--- config.mk ---
export PLATFORM = sky130hd
export DESIGN_NAME = axis_tx
export DESIGN_NICKNAME = d
export VERILOG_FILES = /design/src/rtl/axis_tx_pkg.sv /design/src/rtl/axis_tx_fifo.sv /design/src/rtl/axis_tx.sv
export SDC_FILE = /design/constraint.sdc
export NUM_CORES = 1
export LEC_CHECK = 0
export CORE_ASPECT_RATIO = 1.1
export CORE_MARGIN = 2
export CORE_UTILIZATION = 59
export DETAILED_ROUTE_END_ITERATION = 7
export GPL_ROUTABILITY_DRIVEN = 0
export PLACE_DENSITY = 0.78
export SYNTH_ARGS = -nofsm -noshare
export SYNTH_HDL_FRONTEND = slang
export SYNTH_HIERARCHICAL = 1
export SYNTH_SLANG_ARGS = --single-unit
export TNS_END_PERCENT = 30
--- constraint.sdc ---
create_clock -name clk -period 3.25 [get_ports clk]
set_input_delay 0.4875 -clock clk [delete_from_list [all_inputs] [get_ports clk]]
set_output_delay 0.4875 -clock clk [all_outputs]
set_load 0.02 [all_outputs]
--- src/rtl/axis_tx_pkg.sv ---
// Shared definitions for the transmit framer: packet header bytes and FSM encodings.
// The header bytes are also used by the host-side decoder.
package axis_tx_pkg;

   localparam logic [7:0] HDR_SPIKE_BYTE = 8'hA0;
   localparam logic [7:0] HDR_RB_BYTE    = 8'hB0;

   typedef enum logic [1:0] {
      ST_IDLE,
      ST_HDR,
      ST_B1,
      ST_B2
   } tx_state_t;

   typedef enum logic {
      KIND_SPIKE,
      KIND_RB
   } pkt_kind_t;

endpackage

--- src/rtl/axis_tx_fifo.sv ---
// Synchronous FIFO on a register array with first-word-fall-through head.
// Pointers carry one extra wrap bit so full and empty are distinguishable.
module axis_tx_fifo #(
   parameter int DEPTH = 16,
   parameter int WIDTH = 8
) (
   input  logic             clk,
   input  logic             rst,
   input  logic             push,
   input  logic [WIDTH-1:0] din,
   input  logic             pop,
   output logic [WIDTH-1:0] head,
   output logic             full,
   output logic             empty
);

   localparam int AW = $clog2(DEPTH);

   logic [WIDTH-1:0] mem [DEPTH];
   logic [AW:0]      wr_ptr_reg;
   logic [AW:0]      rd_ptr_reg;
   logic             do_push;
   logic             do_pop;

   assign empty   = (wr_ptr_reg == rd_ptr_reg);
   assign full    = (wr_ptr_reg[AW] != rd_ptr_reg[AW]) &&
                    (wr_ptr_reg[AW-1:0] == rd_ptr_reg[AW-1:0]);
   assign do_pop  = pop && !empty;
   // A simultaneous pop frees the slot being written, so a full FIFO may still accept.
   assign do_push = push && (!full || do_pop);

   always_ff @(posedge clk) begin
      if (rst) begin
         wr_ptr_reg <= '0;
         rd_ptr_reg <= '0;
      end else begin
         if (do_push) wr_ptr_reg <= wr_ptr_reg + 1'b1;
         if (do_pop)  rd_ptr_reg <= rd_ptr_reg + 1'b1;
      end
   end

   always_ff @(posedge clk) begin
      if (do_push) mem[wr_ptr_reg[AW-1:0]] <= din;
   end

   assign head = mem[rd_ptr_reg[AW-1:0]];

endmodule

--- src/rtl/axis_tx.sv ---
// Transmit framer: AER spike events and controller readback words are packed into
// header-tagged byte packets on an AXI-Stream master feeding the UART.
module axis_tx #(
   parameter int         FIFO_DEPTH = 16,
   parameter logic [7:0] HDR_SPIKE  = axis_tx_pkg::HDR_SPIKE_BYTE,
   parameter logic [7:0] HDR_RB     = axis_tx_pkg::HDR_RB_BYTE
) (
   input  logic        clk,
   input  logic        rst,
   input  logic [7:0]  AEROUT_ADDR,
   input  logic        AEROUT_REQ,
   output logic        AEROUT_ACK,
   input  logic [15:0] RB_DATA,
   input  logic        RB_VALID,
   output logic        RB_READY,
   output logic [7:0]  m_axis_tdata,
   output logic        m_axis_tvalid,
   input  logic        m_axis_tready,
   output logic [15:0] SPIKE_CNT
);

   import axis_tx_pkg::*;

   logic       ack_reg;
   logic       aer_push;
   logic       fifo_pop;
   logic [7:0] fifo_head;
   logic       fifo_full;
   logic       fifo_empty;

   tx_state_t  state_reg,    state_next;
   pkt_kind_t  kind_reg,     kind_next;
   logic [7:0] addr_reg,     addr_next;
   logic [15:0] rb_reg,      rb_next;
   logic [7:0] tdata_reg,    tdata_next;
   logic       tvalid_reg,   tvalid_next;
   logic       rb_ready_reg, rb_ready_next;
   logic       cnt_inc;
   logic [15:0] spike_cnt_reg;

   // One push per request phase: a raised ACK blocks further pushes until REQ drops.
   assign aer_push = AEROUT_REQ && !ack_reg && !fifo_full;

   always_ff @(posedge clk) begin
      if (rst) begin
         ack_reg <= 1'b0;
      end else if (aer_push) begin
         ack_reg <= 1'b1;
      end else if (!AEROUT_REQ) begin
         ack_reg <= 1'b0;
      end
   end

   axis_tx_fifo #(
      .DEPTH (FIFO_DEPTH),
      .WIDTH (8)
   ) u_fifo (
      .clk   (clk),
      .rst   (rst),
      .push  (aer_push),
      .din   (AEROUT_ADDR),
      .pop   (fifo_pop),
      .head  (fifo_head),
      .full  (fifo_full),
      .empty (fifo_empty)
   );

   always_comb begin
      state_next    = state_reg;
      kind_next     = kind_reg;
      addr_next     = addr_reg;
      rb_next       = rb_reg;
      tdata_next    = tdata_reg;
      tvalid_next   = tvalid_reg;
      rb_ready_next = 1'b0;
      fifo_pop      = 1'b0;
      cnt_inc       = 1'b0;
      case (state_reg)
         ST_IDLE: begin
            // Readback wins over queued spikes; IDLE always emits one bubble cycle.
            if (RB_VALID) begin
               rb_next       = RB_DATA;
               rb_ready_next = 1'b1;
               kind_next     = KIND_RB;
               tdata_next    = HDR_RB;
               tvalid_next   = 1'b1;
               state_next    = ST_HDR;
            end else if (!fifo_empty) begin
               fifo_pop    = 1'b1;
               addr_next   = fifo_head;
               kind_next   = KIND_SPIKE;
               tdata_next  = HDR_SPIKE;
               tvalid_next = 1'b1;
               state_next  = ST_HDR;
            end
         end
         ST_HDR: begin
            if (m_axis_tready) begin
               tdata_next = (kind_reg == KIND_SPIKE) ? addr_reg : rb_reg[15:8];
               state_next = ST_B1;
            end
         end
         ST_B1: begin
            if (m_axis_tready) begin
               if (kind_reg == KIND_SPIKE) begin
                  tvalid_next = 1'b0;
                  cnt_inc     = 1'b1;
                  state_next  = ST_IDLE;
               end else begin
                  tdata_next = rb_reg[7:0];
                  state_next = ST_B2;
               end
            end
         end
         ST_B2: begin
            if (m_axis_tready) begin
               tvalid_next = 1'b0;
               state_next  = ST_IDLE;
            end
         end
         default: state_next = ST_IDLE;
      endcase
   end

   always_ff @(posedge clk) begin
      if (rst) begin
         state_reg    <= ST_IDLE;
         kind_reg     <= KIND_SPIKE;
         addr_reg     <= '0;
         rb_reg       <= '0;
         tdata_reg    <= '0;
         tvalid_reg   <= 1'b0;
         rb_ready_reg <= 1'b0;
      end else begin
         state_reg    <= state_next;
         kind_reg     <= kind_next;
         addr_reg     <= addr_next;
         rb_reg       <= rb_next;
         tdata_reg    <= tdata_next;
         tvalid_reg   <= tvalid_next;
         rb_ready_reg <= rb_ready_next;
      end
   end

   always_ff @(posedge clk) begin
      if (rst) begin
         spike_cnt_reg <= '0;
      end else if (cnt_inc) begin
         spike_cnt_reg <= spike_cnt_reg + 16'd1;
      end
   end

   assign AEROUT_ACK    = ack_reg;
   assign RB_READY      = rb_ready_reg;
   assign m_axis_tdata  = tdata_reg;
   assign m_axis_tvalid = tvalid_reg;
   assign SPIKE_CNT     = spike_cnt_reg;

endmodule

== Word-level counts from Yosys, hierarchy flattened ==
Memories as Yosys holds them, arrays and structs flattened. A register that Yosys moved wholly into a read port is not among the register bits.
Index checks and enable logic that the tools add are counted.

* Flip-flop bits (word level): 56
* Bits in writable memories: 128
* Input bits: 29
* Output and inout port bits: 27
* Word-level logic and storage cells: 83
* Memories kept: 1

{| class="wikitable"
|+ Memory list
! name !! depth !! width !! rd ports !! clocked after Yosys merged registers in !! wr ports !! line !! source
|-
| u_fifo.mem || 16 || 8 || 1 || 1 || 1 || axis_tx_fifo.sv:19 || <nowiki>logic [WIDTH-1:0] mem [DEPTH];</nowiki>
|}

* $add $sub $neg: 3
* Equality and inequality tests: 14
* Mux-type cells: 33
* Bitwise logic cells: 3
* Reductions and logical operators: 19

{| class="wikitable"
|+ Operators with widths
! operator !! count
|-
| two-way mux 8 bit || 6
|-
| case mux 8 bit (3 select lines) || 1
|-
| two-way mux 1 bit || 18
|-
| adder 16 x 1 -> 16 bit (second input constant) || 1
|-
| two-way mux 2 bit || 6
|-
| inequality test 2 bit (second input constant) || 6
|-
| adder 5 x 1 -> 5 bit (second input constant) || 2
|-
| AND reduction 5 bit || 2
|-
| case mux 2 bit (4 select lines) || 1
|-
| nonzero test 3 bit || 2
|-
| == test 5 bit || 1
|-
| logical AND 1 bit || 5
|-
| == test 2 bit (second input constant) || 2
|-
| == test 4 bit || 1
|-
| AND reduction 2 bit || 2
|-
| AND reduction 4 bit || 1
|-
| zero test 1 bit || 3
|-
| inequality test 3 bit (second input constant) || 1
|-
| NOT 1 bit || 3
|-
| case mux 1 bit (3 select lines) || 1
|-
| AND reduction 3 bit || 1
|-
| == test 2 x 1 -> 1 bit (second input constant) || 1
|-
| zero test 2 bit || 1
|-
| inequality test 2 x 1 -> 1 bit (second input constant) || 1
|-
| 3 further kinds || 3
|}

== Longest topological paths before layout ==
Gate-level depths: netlist (run 1).

* Word-level depth: 9
* Depth in mapped cells: 10
* Gate-level depth less buffers: 8

== By module ==
The synthesis (run 1) kept the hierarchy.

{| class="wikitable"
|+ By module, submodules not included
! module !! times used !! cells each !! area each (um^2) !! seq. area each (um^2)
|-
| axis_tx_fifo || 1 || 263 || 5705.5 || 4124.0
|-
| axis_tx || 1 || 282 || 2428.6 || 1081.0
|}

== Least setup slack after synthesis (run 1) ==
OpenSTA, ideal clock, no wires.

* Kind: flip-flop to flip-flop
* Start point: reg u_fifo.wr_ptr_reg[2]
* End point: mem u_fifo.mem[11][0], enable pin
* Library setup time: 0.385 ns
* Data arrival time: 2.144 ns
* Required time: 2.865 ns
* Path slack: 0.721 ns
* Stages on the path, launching flop included: 9
* Period minus slack after synthesis: 2.529 ns
* Path through: dfxtp_1 > buf_2 > xnor2_1 > nand4_2 > nor2_1 > nor3b_1 > buf_2 > o31ai_2 > nor3b_1

* Cells in the longest elaborated chain, start to end: 9

{| class="wikitable"
|+ RTL lines
! what !! line !! source
|-
| start: declaration || axis_tx_fifo.sv:20 || <nowiki>logic [AW:0] wr_ptr_reg;</nowiki>
|-
| start signal: assignment || axis_tx_fifo.sv:37 || <nowiki>if (do_push) wr_ptr_reg <= wr_ptr_reg + 1'b1;</nowiki>
|-
| == test 5 bit || axis_tx_fifo.sv:25 || <nowiki>assign empty = (wr_ptr_reg == rd_ptr_reg);</nowiki>
|-
| net fifo_empty || axis_tx.sv:29 || <nowiki>logic fifo_empty;</nowiki>
|-
| two-way mux 1 bit || axis_tx.sv:88 || <nowiki>end else if (!fifo_empty) begin</nowiki>
|-
| two-way mux 1 bit || axis_tx.sv:81 || <nowiki>if (RB_VALID) begin</nowiki>
|-
| two-way mux 1 bit || axis_tx.sv:78 || <nowiki>case (state_reg)</nowiki>
|-
| net fifo_pop || axis_tx.sv:26 || <nowiki>logic fifo_pop;</nowiki>
|-
| logical AND 1 bit || axis_tx_fifo.sv:28 || <nowiki>assign do_pop = pop && !empty;</nowiki>
|-
| logical OR 1 bit || axis_tx_fifo.sv:30 || <nowiki>assign do_push = push && (!full || do_pop);</nowiki>
|-
| logical AND 1 bit || axis_tx_fifo.sv:30 ||
|-
| two-way mux 1 bit || axis_tx_fifo.sv:43 || <nowiki>if (do_push) mem[wr_ptr_reg[AW-1:0]] <= din;</nowiki>
|-
| two-way mux 1 bit (not written as such) || axis_tx_fifo.sv:43 ||
|-
| end: declaration || axis_tx_fifo.sv:19 ||
|}

The timed path passes the listed nets, and every way through them passes these cells.

== Worst setup path in the final report (run 1) ==
* Start point: reg u_fifo.wr_ptr_reg[2]
* End point: mem u_fifo.mem[2][4], enable pin

{| class="wikitable"
|+ RTL lines
! what !! line !! source
|-
| == test 4 bit || axis_tx_fifo.sv:27 || <nowiki>(wr_ptr_reg[AW-1:0] == rd_ptr_reg[AW-1:0]);</nowiki>
|-
| logical AND 1 bit || axis_tx_fifo.sv:26 || <nowiki>assign full = (wr_ptr_reg[AW] != rd_ptr_reg[AW]) &&</nowiki>
|-
| net fifo_full || axis_tx.sv:28 || <nowiki>logic fifo_full;</nowiki>
|-
| zero test 1 bit || axis_tx.sv:42 || <nowiki>assign aer_push = AEROUT_REQ && !ack_reg && !fifo_full;</nowiki>
|-
| logical AND 1 bit || axis_tx.sv:42 ||
|-
| net aer_push || axis_tx.sv:25 || <nowiki>logic aer_push;</nowiki>
|-
| logical AND 1 bit || axis_tx_fifo.sv:30 ||
|-
| two-way mux 1 bit || axis_tx_fifo.sv:43 ||
|-
| two-way mux 1 bit (not written as such) || axis_tx_fifo.sv:43 ||
|}

The timed path passes the listed nets, and every way through them passes these cells.

==> results of run 1 <==
stage by stage:
step                std cells  utilization [%]  hold WS [ps]
floorplan                 545                -           433
global placement          764             64.6           442
detailed placement        764             64.6           448
CTS                       796             68.9           458
global route              796             68.9           477
finish                    796             68.9           458
cell families (layout without fill, tap and decap cells):
logic type	Yosys count	in the layout	synth area share, %
XOR/XNOR	23	23	2.48
flip-flops	196	196	64.0
AND/OR/NAND/NOR	155	155	9.51
adder cells (fa/ha/maj)	13	13	2.00
multiplexers	61	61	14.8
AO/OA/AOI/OAI	61	61	4.80
buffers and inverters	36	99	2.40
report_power, final:
| part | internal (W) | switching, W | total (W) |
|---|---|---|---|
| Sequential | 0.00278 | 0.0000903 | 0.00287 |
| Clock | 0.00109 | 0.000967 | 0.00206 |
| Combinational | 0.000415 | 0.000567 | 0.000982 |
| Total | 0.00429 | 0.00163 | 0.00591 |
area by class of cell:
class	count	share of cell area (%)
Timing Repair Buffer	62	6.37
Sequential cell	196	55.5
Clock buffer	17	4.53
Clock inverter	15	1.71
Inverter	5	0.200
Multi-Input combinational cell	313	29.2
Tap cell	188	2.51
metal layers:
metal,wire (um),vias to the layer above,track usage [%],share of wire [%]
li1,-,2203,-,-
met1,6750,2347,30.7,41
met2,8320,182,39.0,51
met3,904,19,5.31,5.5
met4,337,0,8.68,2.1
met5,0,-,0,0
worst paths after layout:
kind	start	end	cells after the start
max	u_fifo/wr_ptr_reg[2]$_SDFFE_PP0P_	u_fifo/mem[2][4]$_DFFE_PP_	6
min reg2reg	rb_reg[10]$_SDFFE_PP0P_	rb_reg[10]$_SDFFE_PP0P_	2
min	rb_reg[10]$_SDFFE_PP0P_	rb_reg[10]$_SDFFE_PP0P_	2
max reg2reg	u_fifo/wr_ptr_reg[2]$_SDFFE_PP0P_	u_fifo/mem[2][4]$_DFFE_PP_	6
synth_stat cells, drive strengths merged:
master   count  area [sq um]
o21ba        1          10.0
mux4        40           991
nor2        40           150
buf         18           128
nor3b        4          30.0
nor3        11          55.1
nand3       11          55.1
and2         4          25.0
nand4        8          56.3
a221oi       3          26.3
xor2        14           123
clkbuf      13          48.8
a21o         1          7.51
o211ai       3          22.5
xnor2        9          78.8
inv          5          18.8
and3b        2          17.5
dfxtp       68          1360
or4          5          37.5
edfxtp     128          3840
and4b        1          10.0
o31ai        5          42.5
and3        17           106
and4         1          8.76
o32ai        1          8.76
ha          13           163
a21oi       30           150
a2111oi      1          8.76
mux2i       17           170
o311a        2          20.0
nor2b        7          43.8
nand2       39           146
a311oi       2          17.5
nand2b       3          18.8
or2          1          6.26
mux2         4          45.0
o21ai       10          50.0
o311ai       1          8.76
o31a         1          17.5
or3          1          6.26
worst register-to-register path, delay by kind of cell (launching register included):
family	cells	cell delay (ps)
compound gates	1	350
xor+xnor	1	120
simple gates	4	1170
flops	1	500
==> run_results.csv, run 1 <==
group,metric,value,unit
place,io_buffers,55,
worst_setup_path,crit_family,"simple AND/OR/NAND/NOR gates",
routing,wire_per_inst,20.5,um
worst_setup_path,cp-start-kind,"flop",
yosys,syn_nets,587,
global_routing,grt_max_degree,39,
routing,vias_per_cell,5.97,
worst_setup_path,cpPeakStageDelay,500,ps
final_layout,seq_area,5210,sq um
worst_setup_path,worstPathBufferInverterCount,0,
place,placed_cell_area,8800,sq um
cts,clk_path_buf_depth,2,
run_status,status,"finished, violations left",
final_layout,layout_commonest_cell,"edfxtp_1",
yosys,synthCells,545,
worst_setup_path,crit_type,"reg2reg",
floorplanning,core,13600,sq um
sta,rsz0062_at_grt,"no",
cts,htreeDepth,4,
floorplanning,initial_core_util,59.7,%
sta,worst_slack,770,ps
final_layout,mostFrequentLayoutCells,"edfxtp_1 (128), dfxtp_1 (67), clkdlybuf4s50_1 (54), nor2_1 (40), nand2_1 (39)",
global_routing,grt_usage,23.5,%
global_routing,grt-ovfl-total,0,
floorplanning,rows,45,
place,dp_hpwl,11.0,mm
sta,finalSetupTns,0,ps
routing,first_pass_iters,8,
sta,maxSlewHeadroom,47.4,%
sta,max_freq,403,MHz
cts,cts_sinks,196,
cts,cts_tree,"done",
final_layout,syn_to_final_growth,15.4,%
routing,drc,1,
cts,numCtsBuffers,17,
worst_setup_path,cp-end-kind,"flop",
global_routing,grt_pass1_wl,25.4,mm
final_layout,n_antenna_cell,0,
cts,clkTransAtPathRegs,70,ps
final_layout,largest_reg_flops,128,
sta,setup_viol,0,
sta,slew_viol_final,0,
sta,min_period,2480,ps
cts,cts_resized,0,
yosys,ys_ff_latch,196,
run_status,violations,"DRC",
routing,initialDrtViolationCount,543,
worst_setup_path,cp_slowest_cell,"dfxtp_1",
run,drv_cap,0,
floorplanning,die_w,116,um
floorplanning,dieArea,14700,sq um
power_and_ir_drop,ir_drop,0.393,mV
global_routing,grt_pass1_vias,4616,
power_and_ir_drop,finalPower,0.00591,W
yosys,synth_cell_types,50,
sta,hold_viol_final,0,
yosys,seq_area_frac_synth,64.0,%
sta,tightest_slew,777,ps
final_layout,multiInputGateArea,2740,sq um
worst_setup_path,path_cells,"xnor2_1 > nand4_2 > nor2_1 > nor3b_1 > o31a_4 > and3_1",
routing,num_vias,4751,
global_routing,antenna_found_initial,0,
worst_setup_path,arrival,2560,ps
routing,ant_nets,0,
cts,insertion_delay,440,ps
worst_setup_path,worstPathRequired,3330,ps
cts,cts_root_buf,"clkbuf_16",
cts,ctsHoldBuffers,0,
worst_setup_path,crit_fanout,15,
routing,drt_wl_total,16.3,mm
floorplanning,num_io_pins,56,
place,dp_slack,675,ps
power_and_ir_drop,power_density,630,nW/um^2
final_layout,drive_above_1_share,10.7,%
yosys,ys_warn_count,6,
sta,fin_crit_sh,76.3,%
floorplanning,die_h,127,um
yosys,syn_area_per_cell,14.9,sq um
min_path,min-delay-path-class,"reg2reg",
cts,post_cts_buffers,0,
final_layout,final_nets,637,
yosys,syn_area,8130,sq um
final_layout,nFillCells,935,
final_layout,fin_area,9380,sq um
power_and_ir_drop,p_leak,3.17,nW
sta,worst_clock_skew,14.0,ps
worst_setup_path,r2r_slack,770,ps
(Power assumes the default switching activity.)
==> run 2, diff against run 1 <==
- CORE_UTILIZATION: 59 -> 53
- PLACE_DENSITY: 0.78 -> 0.74
- clock period: 3.25 -> 2.2 ns (I/O delays scaled with it)
==> run 2 against run 1 <==
  * The flow now finishes without violations
  * Core utilization down 3.9 points
  * Sequential power up 47%
  * Hold slack worse by 300 ps
  * Clock power up 50%
  * First-iteration DRC count down 36%
  * Fmax up 16%
  * Global-route usage down 2.6 points
  * Highest routed layer is now met5
==> run_results.csv, run 2 (same netlist as run 1, synthesis figures left out) <==
group,metric,value,unit
routing,ant_nets,0,
final_layout,drive_above_1_share,17.4,%
final_layout,layout_commonest_cell,"edfxtp_1",
final_layout,final_nets,663,
routing,num_vias,4828,
worst_setup_path,crit_type,"reg2reg",
power_and_ir_drop,p_leak,3.33,nW
cts,clk_path_buf_depth,2,
worst_setup_path,crit_fanout,8,
worst_setup_path,crit_family,"simple AND/OR/NAND/NOR gates",
worst_setup_path,critPathLaunch,"u_fifo/rd_ptr_reg[1]$_SDFFE_PP0P_",
min_path,hp-start,"rst",
cts,cts_sinks,196,
final_layout,largest_reg_flops,128,
worst_setup_path,worstPathBufferInverterCount,1,
worst_setup_path,r2r_slack,50,ps
final_layout,syn_to_final_growth,20.2,%
global_routing,grt_max_degree,62,
worst_setup_path,worstPathRequired,2390,ps
sta,worst_clock_skew,9.90,ps
routing,initialDrtViolationCount,346,
global_routing,grt_pass1_vias,4706,
final_layout,mostFrequentLayoutCells,"edfxtp_1 (128), dfxtp_1 (66), clkdlybuf4s50_1 (54), nand2_1 (39), nor2_1 (39)",
routing,first_pass_iters,5,
worst_setup_path,ff2ff_path_depth,7,
routing,drc,0,
power_and_ir_drop,power_density,915,nW/um^2
routing,wire_per_inst,19.8,um
sta,max_freq,466,MHz
run_status,status,"complete, no violations",
final_layout,n_antenna_cell,0,
floorplanning,dieArea,16400,sq um
worst_setup_path,cpPeakStageDelay,530,ps
sta,min_period,2150,ps
cts,cts_tree,"done",
cts,insertion_delay,430,ps
power_and_ir_drop,finalPower,0.00894,W
worst_setup_path,cp-start-kind,"flop",
cts,cts_root_buf,"clkbuf_16",
worst_setup_path,crit_cells,7,
place,io_buffers,55,
sta,hold_viol_final,0,
sta,finalHoldWorstSlack,160,ps
floorplanning,core,15100,sq um
floorplanning,die_w,122,um
global_routing,antenna_found_initial,1,
floorplanning,die_h,134,um
power_and_ir_drop,ir_drop,0.572,mV
cts,ctsHoldBuffers,0,
global_routing,grt_usage,20.9,%
worst_setup_path,endpoint,"u_fifo/mem[7][0]$_DFFE_PP_",
sta,fin_crit_sh,97.6,%
place,dp_hpwl,11.1,mm
sta,maxSlewHeadroom,55.9,%
floorplanning,num_io_pins,56,
cts,htreeDepth,4,
sta,rsz0062_at_grt,"yes",
sta,setup_viol,0,
min_path,min-delay-path-class,"in2reg",
worst_setup_path,arrival,2330,ps
run,drv_cap,0,
cts,numCtsBuffers,17,
floorplanning,rows,47,
sta,slew_viol_final,0,
sta,tightest_slew,659,ps
global_routing,grt-ovfl-total,0,
floorplanning,initial_core_util,54.0,%
worst_setup_path,cp_slowest_cell,"o31ai_4",
worst_setup_path,crit-reg2reg-launch,"u_fifo/rd_ptr_reg[1]$_SDFFE_PP0P_",
worst_setup_path,cp-end-kind,"flop",
worst_setup_path,r2r-end,"u_fifo/mem[7][0]$_DFFE_PP_",
global_routing,grt_pass1_wl,25.5,mm
final_layout,nFillCells,1084,
cts,clkTransAtPathRegs,80,ps
routing,vias_per_cell,5.82,
routing,drt_wl_total,16.4,mm
worst_setup_path,path_cells,"xnor2_1 > nand4_4 > nor2_2 > nor3b_4 > o31ai_4 > nor2b_1 > buf_4",
## run 2: repair_timing
action,in CTS,in global routing
pin swaps,0,2
hold endpoints to repair,0,0
gates resized for setup,1,5
endpoints found under the setup margin,24,40
setup buffers,0,2
## run 2: power by group
part | internal [W] | leakage [nW] | total [W] | switching (W)
sequential | 0.00411 | 1.71 | 0.00423 | 0.000120
clock | 0.00164 | 0.292 | 0.00308 | 0.00145
combinational | 0.000742 | 1.33 | 0.00164 | 0.000894
total | 0.00648 | 3.33 | 0.00894 | 0.00246
## run 2: metrics by stage
step | util [%] | area (sq um) | TNS, ps | cells | setup WS (ps)
6_report | 65.0 | 9780 | 0 | 830 | 53.1
5_1_grt | 65.0 | 9780 | -213 | 830 | -28.0
4_1_cts | 64.6 | 9720 | -714 | 828 | -76.5
3_5_place_dp | 60.4 | 9100 | -2000 | 796 | -147
3_3_place_gp | 60.4 | 9100 | -1490 | 796 | -95.5
2_1_floorplan | - | 8200 | 0 | 545 | 0.239
## run 2: how the worst min path moves through the flow
stage / endpoint / slack (ps) / depth (start not counted)
after global routing: u_fifo/wr_ptr_reg[2]$_SDFFE_PP0P_ / 170 / 2
final: u_fifo/wr_ptr_reg[0]$_SDFFE_PP0P_ / 160 / 2
after detailed placement: rb_reg[12]$_SDFFE_PP0P_ / 450 / 2
after CTS: u_fifo/wr_ptr_reg[0]$_SDFFE_PP0P_ / 140 / 2
after floorplan: u_fifo/mem[0][0]$_DFFE_PP_ / 430 / 0
after global placement: rb_reg[15]$_SDFFE_PP0P_ / 440 / 2
## run 2: layout make-up
| cell class | instances | area, sq um | share of cell area [%] |
|---|---|---|---|
| clock inverters | 15 | 185 | 1.89 |
| clock buffers | 17 | 425 | 4.35 |
| multi-input cells | 313 | 2830 | 28.9 |
| flip-flops and latches | 196 | 5210 | 53.2 |
| well taps | 196 | 245 | 2.51 |
| inverters | 5 | 18.8 | 0.192 |
| repair buffers | 88 | 868 | 8.88 |
## run 2: per-layer routing
metal | wire (um) | part of all wire, % | GRT usage (%) | up-vias
met1 | 7040 | 43 | 26.7 | 2408
li1 | - | - | - | 2250
met2 | 8210 | 50 | 35.6 | 149
met4 | 295 | 1.8 | 7.34 | 2
met5 | 10 | 0.061 | 0 | -
met3 | 852 | 5.2 | 4.46 | 19
